File: src/rtl/au_sequencer_if.sv
// au_sequencer_if: request, operand and result handshakes of the arithmetic-unit sequencer
// master drives: req_valid, req_op, opnd_valid, res_ready
// slave drives:  req_ready, opnd_ready, res_valid, err, busy
interface au_sequencer_if;
  logic       req_valid;
  logic       req_ready;
  logic [1:0] req_op;
  logic       opnd_valid;
  logic       opnd_ready;
  logic       res_valid;
  logic       res_ready;
  logic       err;
  logic       busy;
  modport master (output req_valid, req_op, opnd_valid, res_ready,
                  input  req_ready, opnd_ready, res_valid, err, busy);
  modport slave  (input  req_valid, req_op, opnd_valid, res_ready,
                  output req_ready, opnd_ready, res_valid, err, busy);
endinterface

File: src/rtl/au_sequencer.sv
// au_sequencer: FSM controller for arithmetic_unit (add/sub in one step, radix-2 Booth mul, div rejected)
// clk, rst (sync, active-low); bus: request/operand/result handshakes plus err/busy
// op: latched operation; c0..c7: datapath controls; cnt_done, q0, qm1, a7: datapath status
// OPND_TIMEOUT: cycles to wait for each operand, 0 waits forever
module au_sequencer #(
  parameter int OPND_TIMEOUT = 0
) (
  input  logic       clk,
  input  logic       rst,
  au_sequencer_if.slave bus,
  output logic [1:0] op,
  output logic       c0,
  output logic       c1,
  output logic       c2,
  output logic       c3,
  output logic       c4,
  output logic       c5,
  output logic       c6,
  output logic       c7,
  input  logic       cnt_done,
  input  logic       q0,
  input  logic       qm1,
  input  logic       a7
);
  typedef enum logic [2:0] {IDLE, LD_M, LD_Q, EXAM, SHIFT, RES, ERR} state_t;
  localparam logic [15:0] TLIM = 16'(OPND_TIMEOUT - 1);
  state_t      state, state_nx;
  logic [15:0] tcnt;
  logic        tmo;
  assign tmo = (OPND_TIMEOUT != 0) && (tcnt == TLIM);
  always_ff @(posedge clk) begin
    if (!rst) begin
      state <= IDLE;
      op    <= 2'b00;
      tcnt  <= '0;
    end else begin
      state <= state_nx;
      if (state == IDLE && bus.req_valid) op <= bus.req_op;
      // counts waiting cycles in an operand state; any handshake or other state clears it
      tcnt  <= (bus.opnd_ready && !bus.opnd_valid) ? tcnt + 16'd1 : '0;
    end
  end
  // every output is forced low while rst is asserted, whatever state is still held
  always_comb begin
    bus.req_ready  = rst && state == IDLE;
    bus.opnd_ready = rst && (state == LD_M || state == LD_Q);
    bus.res_valid  = rst && state == RES;
    bus.err        = rst && state == ERR;
    bus.busy       = rst && state != IDLE;
    c0 = rst && state == LD_M && bus.opnd_valid;
    c1 = rst && state == LD_Q && bus.opnd_valid;
    c2 = rst && state == EXAM && (q0 ^ qm1);
    c3 = rst && ((state == EXAM && q0 && !qm1) || (state == RES && op == 2'b01));
    c4 = rst && state == SHIFT;
    c5 = c4;
    c6 = c4 && a7;
    c7 = bus.res_valid;
    state_nx = IDLE;
    case (state)
      IDLE:  state_nx = bus.req_valid ? (bus.req_op == 2'b11 ? ERR : LD_M) : IDLE;
      LD_M:  state_nx = bus.opnd_valid ? LD_Q : (tmo ? ERR : LD_M);
      LD_Q:  state_nx = bus.opnd_valid ? (op == 2'b10 ? EXAM : RES) : (tmo ? ERR : LD_Q);
      EXAM:  state_nx = SHIFT;
      SHIFT: state_nx = cnt_done ? RES : EXAM;
      RES:   state_nx = bus.res_ready ? IDLE : RES;
      default: state_nx = IDLE;
    endcase
  end
endmodule

File: src/flat_wrapper.sv
// flat-port wrapper written by rule: the top's interface ports become plain ports
module au_sequencer_flat 
#(
  parameter int OPND_TIMEOUT = 0
)
  (clk, rst, op, c0, c1, c2, c3, c4, c5, c6, c7, cnt_done, q0, qm1, a7, bus_req_valid, bus_req_op, bus_opnd_valid, bus_res_ready, bus_req_ready, bus_opnd_ready, bus_res_valid, bus_err, bus_busy);
  au_sequencer_if bus_i ();
  input  logic clk;
  input  logic rst;
  output logic [1:0] op;
  output logic c0;
  output logic c1;
  output logic c2;
  output logic c3;
  output logic c4;
  output logic c5;
  output logic c6;
  output logic c7;
  input  logic cnt_done;
  input  logic q0;
  input  logic qm1;
  input  logic a7;
  input wire logic [$bits(bus_i.req_valid)-1:0] bus_req_valid;
  input wire logic [$bits(bus_i.req_op)-1:0] bus_req_op;
  input wire logic [$bits(bus_i.opnd_valid)-1:0] bus_opnd_valid;
  input wire logic [$bits(bus_i.res_ready)-1:0] bus_res_ready;
  output wire logic [$bits(bus_i.req_ready)-1:0] bus_req_ready;
  output wire logic [$bits(bus_i.opnd_ready)-1:0] bus_opnd_ready;
  output wire logic [$bits(bus_i.res_valid)-1:0] bus_res_valid;
  output wire logic [$bits(bus_i.err)-1:0] bus_err;
  output wire logic [$bits(bus_i.busy)-1:0] bus_busy;
  assign bus_i.req_valid = bus_req_valid;
  assign bus_i.req_op = bus_req_op;
  assign bus_i.opnd_valid = bus_opnd_valid;
  assign bus_i.res_ready = bus_res_ready;
  assign bus_req_ready = bus_i.req_ready;
  assign bus_opnd_ready = bus_i.opnd_ready;
  assign bus_res_valid = bus_i.res_valid;
  assign bus_err = bus_i.err;
  assign bus_busy = bus_i.busy;
  au_sequencer #(.OPND_TIMEOUT(OPND_TIMEOUT)) u_core (.clk(clk), .rst(rst), .bus(bus_i), .op(op), .c0(c0), .c1(c1), .c2(c2), .c3(c3), .c4(c4), .c5(c5), .c6(c6), .c7(c7), .cnt_done(cnt_done), .q0(q0), .qm1(qm1), .a7(a7));
endmodule
File: config.mk
export PLATFORM = sky130hd
export DESIGN_NAME = au_sequencer_flat
export DESIGN_NICKNAME = d
export VERILOG_FILES = /design/src/rtl/au_sequencer_if.sv /design/src/rtl/au_sequencer.sv /design/src/flat_wrapper.sv
export SDC_FILE = /design/constraint.sdc
export NUM_CORES = 1
export LEC_CHECK = 0
export ABC_AREA = 1
export CAP_MARGIN = 40
export CORE_UTILIZATION = 30
export CTS_CLUSTER_DIAMETER = 50
export CTS_CLUSTER_SIZE = 28
export DETAILED_ROUTE_END_ITERATION = 7
export GPL_TIMING_DRIVEN = 0
export PLACE_DENSITY = 0.65
export SLEW_MARGIN = 5
export SYNTH_ARGS = -nofsm -noshare
export SYNTH_HDL_FRONTEND = slang
export SYNTH_SLANG_ARGS = --single-unit
File: constraint.sdc
create_clock -name clk -period 2.85 [get_ports clk]
set_input_delay 0.57 -clock clk [delete_from_list [all_inputs] [get_ports clk]]
set_output_delay 0.57 -clock clk [all_outputs]
set_load 0.05 [all_outputs]
; After elaboration in Yosys (flattened, before gate mapping)
; Index checks and enable logic that the tools add are counted.
[op_classes]
muxes = 8
n_reduce_logical = 23
bitwise = 1
n_eq_ne = 9
[ops]
columns = op, count
row1 = logical AND 1 bit, 18
row2 = 2-to-1 mux 3 bit, 6
row3 = case mux 3 bit (6 select lines), 1
row4 = "== test 3 bit, second input constant", 3
row5 = "== test 3 x 2 -> 1 bit, second input constant", 2
row6 = "== test 2 bit, second input constant", 2
row7 = "== test 3 x 1 -> 1 bit, second input constant", 1
row8 = zero test 3 bit, 1
row9 = nonzero test 3 bit, 1
row10 = "== test 2 x 1 -> 1 bit, second input constant", 1
row11 = logical OR 1 bit, 2
row12 = 2-to-1 mux 2 bit, 1
row13 = zero test 1 bit, 1
row14 = bitwise XOR 1 bit, 1
[totals]
out_inout_bits = 15
input_bits = 11
word_cells = 43
reg_bits = 5

; Logic depth before layout (Yosys ltp)
; Gate-level depths: netlist (run 1).
[logic_depth]
ltp_word = 5
mapped_depth = 8

; Worst setup path after synthesis (run 1)
; OpenSTA, ideal clock, no wires.
[synth_timing]
kind = in2out
start = input port rst
end = output port c3
required_ps = 2280
setup_slack_ps = 235
t_arrival_ps = 2045
stages = 4
cell_sequence = nand2_1 -> nor2_1 -> nand3_1 -> o21ai_0
[synth_between]
elab_chain_cells = 1
[synth_rtl]
columns = element, line_no
row1 = "start, declared", flat_wrapper.sv:9  ; input logic rst;
row2 = logical AND 1 bit, au_sequencer.sv:53  ; c3 = rst && ((state == EXAM && q0 && !qm1) || (state == RES && op == 2'b01));
row3 = "end, declared", flat_wrapper.sv:14  ; output logic c3;
; No other way between the ends.

; Final worst setup path (run 1)
[layout_timing]
start = input port rst
end = output port bus_err
[layout_between]
elab_chain_cells = 1
[layout_rtl]
columns = element, line_no
row1 = logical AND 1 bit, au_sequencer.sv:48  ; bus.err = rst && state == ERR;
row2 = "end, declared", flat_wrapper.sv:30  ; output wire logic [$bits(bus_i.err)-1:0] bus_err;
; No other way between the ends.

==> metrics.csv, run 1 <==
metric,value,unit
final weighted congestion in routability-driven placement,0.806,
Cell variety after synth,16,
P per Cell Area,538,nW/µm²
"share of synthesized cell area in full adder, half adder and majority cells",0,%
filler-free cell count of the finished design,120,
Sinks on Clock Net,5,
pin count of the biggest net entering global routing,9,
final count of negative-setup-slack endpoints,0,
"Clk pin slew, worst setup/hold paths",0.05,ns
final-layout fill cell count,136,
setup slack of the most critical reg-to-reg path,1.76,ns
Worst EP required,2.28,ns
quantity of hold-fixing buffers added after cts,0,
Final Hold Viols,0,
worst setup path endpoint,bus_err,
cell count after synthesis,77,
largest family of logic cells by synthesized area,simple AND/OR/NAND/NOR gates,
die height,39.0,µm
#FFs+latches synth,5,
maximum fanout encountered on the critical timing path,7,
CTS tree,done,
met3 layer usage reported by global route,1.73,%
share of post-route cells with drive strength above 1,10.4,%
post-synthesis mux area share,0,%
max-cap violation count,0,
drc violations,0,
share of Yosys cell area claimed by the top area cell type,24.3,%
DPL Wire Length,901,µm
relative area change from synthesis to final layout,67.2,%
total detailed-routing wirelength,1090,µm
root buffer cell,clkbuf_4,
dominant cell type by area after synthesis,dfxtp_1,
maximum clock path buffer count,2,
Clock Latency Late Sink,0.24,ns
Yosys warning total,0,
arrival time at the worst endpoint,2.18,ns
layer carrying the most global-route usage,met2,
syn nets,88,
R2R depth,7,
worst-margin pin slew,0.495,ns
pins over their slew limit,0,
iteration-0 DRC count of the detailed router,7,
cells taking the most area after synthesis,"dfxtp_1 (24%), nor2_1 (19%), nand2_1 (16%)",
global-route usage over all layers,17.3,%
setup bufs post-CTS,0,
final-layout worst hold slack,0.480,ns
HP Class,reg -> reg,
Max-slew headroom,66.9,%
standard cell core area,1190,µm²
first-pass iteration count of the detailed router,2,
mean cell area of the mapped netlist,5.35,µm²
sequential area share after synthesis,24.3,%
kind of start point of the critical path,input pin,
post-placement cell count,116,
RR Endpoint,u_core.state[2]$_SDFF_PN0_,
worst clock skew on the final layout,0.000303,ns
top-level port count,26,
wire length of the first global-routing pass,1830,µm
total inserted antenna cells,0,
most used cells in the layout excluding fill and tap cells,"nor2_1 (21), nand2_1 (18), clkdlybuf4s50_1 (14)",
Compound-Gate Fraction of Synth Area,10.3,%
starting utilization of the core area,34.7,%
Setup TNS,0,ns
status,completed,
count of nets left with antenna violations after detail routing,0,
share of the clock period used by the worst path after layout,96.3,%
placement-stage worst setup slack,-0.197,ns
vias,539,
leakage power figure,0.374,nW
Worst VDD drop,0.000259,V
crit path capture type,output port,
top achievable clock speed,364,MHz
Tmin final,2.75,ns
fraction of synthesized cell area in xor and xnor cells,0,%
RSZ-0062 raised after global routing,no,
antenna violations before repair,0,
vias in the first global route,480,
Vias per Instance,4.49,
most common library cell in the layout ignoring fill and taps,nor2_1,
Buffers on Ports,25,
Die Area,1520,µm²
die extent in x,39.0,µm
"share of synthesized cell area in and, or, nand and nor gates",49.8,%
met2 Use GR,30.0,%
total clock buffers created by CTS,3,
met1 Track Usage GR,21.0,%
H-tree Lvls,1,
start point of the critical path,rst,
average wire per standard cell,9.10,µm
start-to-end type of the worst setup path,in -> out,
final core area utilization,58.0,%
least setup slack across all paths after layout,0.105,ns
Post-Synthesis Cell Area,412,µm²
startpoint of the worst-slack reg-to-reg timing path,u_core.state[1]$_SDFF_PN0_,
overflow left after global routing,0,
"Net count, final",118,
row cnt,12,
metal layers:
metal	part of all wire (%)	vias up
li1	-	293
met1	48	233
met2	48	13
met3	4.1	0
met4	0	0
met5	0	-
logic make-up after synthesis:
group	after synthesis
compound gates	8
buf+inv	15
flops	5
simple gates	49
sequential cells by signal, summed over array words and instances, names as in the netlist:
register	count
u_core.op	2
u_core.state	3
layout make-up:
type                            count  area [µm²]  share of cell area [%]
Buffer                              2        15.0                    2.18
Sequential cell                     5         100                    14.5
Multi-Input combinational cell     57         248                    36.0
Inverter                           13        48.8                    7.09
Tap cell                           14        17.5                    2.55
Timing Repair Buffer               25         233                    33.8
Clock buffer                        4        26.3                    3.82
worst min path at each step:
stage	startpoint	end	depth (start not counted)
floorplan	rst	u_core.state[2]$_SDFF_PN0_	2
global placement	u_core.op[0]$_SDFFE_PN0P_	u_core.op[0]$_SDFFE_PN0P_	2
detailed placement	u_core.op[0]$_SDFFE_PN0P_	u_core.op[0]$_SDFFE_PN0P_	2
CTS	u_core.op[0]$_SDFFE_PN0P_	u_core.op[0]$_SDFFE_PN0P_	2
global route	u_core.op[0]$_SDFFE_PN0P_	u_core.op[0]$_SDFFE_PN0P_	2
finish	u_core.op[0]$_SDFFE_PN0P_	u_core.op[0]$_SDFFE_PN0P_	2
critical path, stage by stage:
cell,delay [ns]
clkdlybuf4s50_1,0.59
nand2_1,0.10
nor2_1,0.11
clkdlybuf4s50_1,0.80
report_power, final:
group / switching, mW / internal [mW] / total, mW / leakage (nW)
registers: 0.0132 / 0.0823 / 0.0954 / 0.0412
logic: 0.129 / 0.0626 / 0.192 / 0.317
clock network: 0.0297 / 0.0530 / 0.0827 / 0.0150
stage by stage:
| step | total power [mW] | instance area (µm²) |
|---|---|---|
| global placement | 0.296 | 679 |
| CTS | 0.375 | 692 |
| floorplan | 0.231 | 412 |
| finish | 0.370 | 688 |
| detailed placement | 0.297 | 679 |
| global route | 0.401 | 688 |
synthesized netlist by cell type (all sizes together):
cell	n
nand3	4
a21oi	2
nand2	20
or2	1
o21ai	5
inv	13
o21a	1
dfxtp	5
nor3b	1
nor2	22
nand4	1
buf	2
repair_timing:
action	CTS	global route
gates resized for setup	11	3
endpoints found under the setup margin	11	1
endpoints found under the hold margin	0	0
(Power assumes the default switching activity.)
==> run 2: changes to the inputs <==
DONT_BUFFER_PORTS = 1   (was unset)
PLACE_DENSITY = 0.41   (was 0.65)
==> run 2 against run 1 <==
Worst setup slack improved by 0.50 ns. Clock power shrank 1%. Combinational power shrank 29%. Hold slack worse by 0.047 ns. Critical path type is now reg -> out. Sequential share of layout area grew 5.6 points. First-iteration DRC count decreased by 29%. Via count decreased by 14%. Highest routed layer is now met4. Clock-buffer cell count stayed put. Cell count fell by 17%.
==> metrics.csv, run 2 (synthesized netlist as in run 1, its figures left out) <==
metric,value,unit,change
status,completed,,
Die Area,1520,µm²,unchanged
vias,465,,-14%
largest registers,"u_core.state x3, u_core.op x2",,
vias in the first global route,387,,-19%
RSZ-0062 raised after global routing,no,,
Setup TNS,0,ns,unchanged
worst-margin pin slew,0.891,ns,+0.396 ns
post-placement cell count,95,,-18%
register share of total power,34.1,%,+8.3 points
HP Class,in -> reg,,
Net Sw Frac,49.4,%,+2.9 points
Sinks on Clock Net,5,,unchanged
net switching power figure,164,µW,-4.7%
final-layout worst hold slack,0.433,ns,-0.0472 ns
final core area utilization,42.0,%,-16 points
share of the clock period used by the worst path after layout,78.9,%,-17 points
CTS-repair resized insts,0,,-11
layer carrying the most global-route usage,met2,,
standard cell core area,1190,µm²,unchanged
maximum clock path buffer count,2,,unchanged
placement-stage worst setup slack,0.836,ns,+1.03 ns
wire length of the first global-routing pass,1590,µm,-13%
start-to-end type of the worst setup path,reg -> out,,
met2 Use GR,24.6,%,-5.4 points
count of nets left with antenna violations after detail routing,0,,unchanged
setup bufs post-CTS,0,,unchanged
"Clk pin slew, worst setup/hold paths",0.04,ns,about the same
final weighted congestion in routability-driven placement,0.745,,-7.6%
maximum fanout encountered on the critical timing path,5,,-2
Clock Latency Late Sink,0.24,ns,about the same
relative area change from synthesis to final layout,21.0,%,
top-level port count,26,,unchanged
startpoint of the worst-slack reg-to-reg timing path,u_core.op[1]$_SDFFE_PN0P_,,
total detailed-routing wirelength,1010,µm,-7.4%
quantity of hold-fixing buffers added after cts,0,,unchanged
antenna violations before repair,0,,unchanged
final non-filler cell area,498,µm²,-28%
arrival time at the worst endpoint,1.68,ns,-0.50 ns
iteration-0 DRC count of the detailed router,5,,-2
pins over their slew limit,0,,unchanged
Worst Min Path Start,rst,,
total clock buffers created by CTS,3,,unchanged
row cnt,12,,unchanged
Logic pwr share,41.3,%,-11 points
internal power of the cells,168,µW,-15%
Vias per Instance,4.65,,+3.5%
"flip-flop count of the largest register, all copies and words added",3,,unchanged
met1 Track Usage GR,19.0,%,-2.1 points
first-pass iteration count of the detailed router,2,,unchanged
die extent in x,39.0,µm,unchanged
root buffer cell,clkbuf_4,,
worst clock skew on the final layout,0.000799,ns,+0.000495 ns
H-tree Lvls,1,,unchanged
overflow left after global routing,0,,unchanged
global-route usage over all layers,15.9,%,-1.4 points
start point of the critical path,u_core.state[0]$_SDFF_PN0_,,
top register by number of flip-flops,u_core.state,,
max-cap violation count,0,,unchanged
CTS tree,done,,
Post-DP Area,464,µm²,-32%
pin count of the biggest net entering global routing,9,,unchanged
die height,39.0,µm,unchanged
total inserted antenna cells,0,,unchanged
starting utilization of the core area,34.7,%,unchanged
Final Hold Viols,0,,unchanged
"Net count, final",98,,-17%
P per Cell Area,667,nW/µm²,+24%
crit path capture type,output port,,
drc violations,0,,unchanged
kind of start point of the critical path,register,,
least setup slack across all paths after layout,0.602,ns,+0.498 ns
Tmin final,2.25,ns,-0.498 ns
Worst EP required,2.28,ns,about the same
leakage power figure,0.265,nW,-29%
final count of negative-setup-slack endpoints,0,,unchanged
DPL Wire Length,852,µm,-5.4%
Worst VDD drop,0.000278,V,+7.2%
overall power consumption,332,µW,-10%
filler-free cell count of the finished design,100,,-17%
share of post-route cells with drive strength above 1,18.6,%,+8.2 points
Buffers on Ports,0,,-100%
average wire per standard cell,10.1,µm,+11%
met3 layer usage reported by global route,4.05,%,+2.3 points
most used cells in the layout excluding fill and tap cells,"nor2_1 (21), nand2_1 (18), inv_1 (12)",,
top achievable clock speed,445,MHz,+22%
Clock power frac,24.6,%,+2.2 points
Max-slew headroom,40.4,%,-27 points
most common library cell in the layout ignoring fill and taps,nor2_1,,
-- run 2: power groups by stage --
stage / logic (mW) / registers (mW) / clock network (mW)
after global routing: 0.151 / 0.115 / 0.0915
final: 0.137 / 0.113 / 0.0816
after floorplan: 0.120 / 0.111 / 0
after CTS: 0.137 / 0.113 / 0.0847
after detailed placement: 0.137 / 0.114 / 0
after global placement: 0.135 / 0.115 / 0
-- run 2: final cells by class --
class,count,area (µm²)
plain buffers,2,15.0
clock buffers,4,26.3
fillers,135,688
inverters,13,48.8
multi-input cells,57,253
flip-flops and latches,5,100
well taps,14,17.5
repair buffers,5,37.5
-- run 2: path summary, 6_finish.rpt --
kind | to | depth (start not counted) | slack [ns]
max | c0 | 4 | 0.60
min | u_core.state[2]$_SDFF_PN0_ | 2 | 0.43
max reg2reg | u_core.state[2]$_SDFF_PN0_ | 7 | 1.44
min reg2reg | u_core.op[0]$_SDFFE_PN0P_ | 2 | 0.71
-- run 2: critical path, cell delays in order, from the launching register on --
cell and delay [ns]:
dfxtp_1 0.39, nand2_1 0.09, nor2_1 0.17, nand2_1 0.09
nor2_1 0.69
-- run 2: per-layer routing --
metal	vias to the layer above	part of all wire, %
met5	-	0
met4	0	2.3
met3	4	6.7
met2	16	45
met1	195	46
li1	250	-
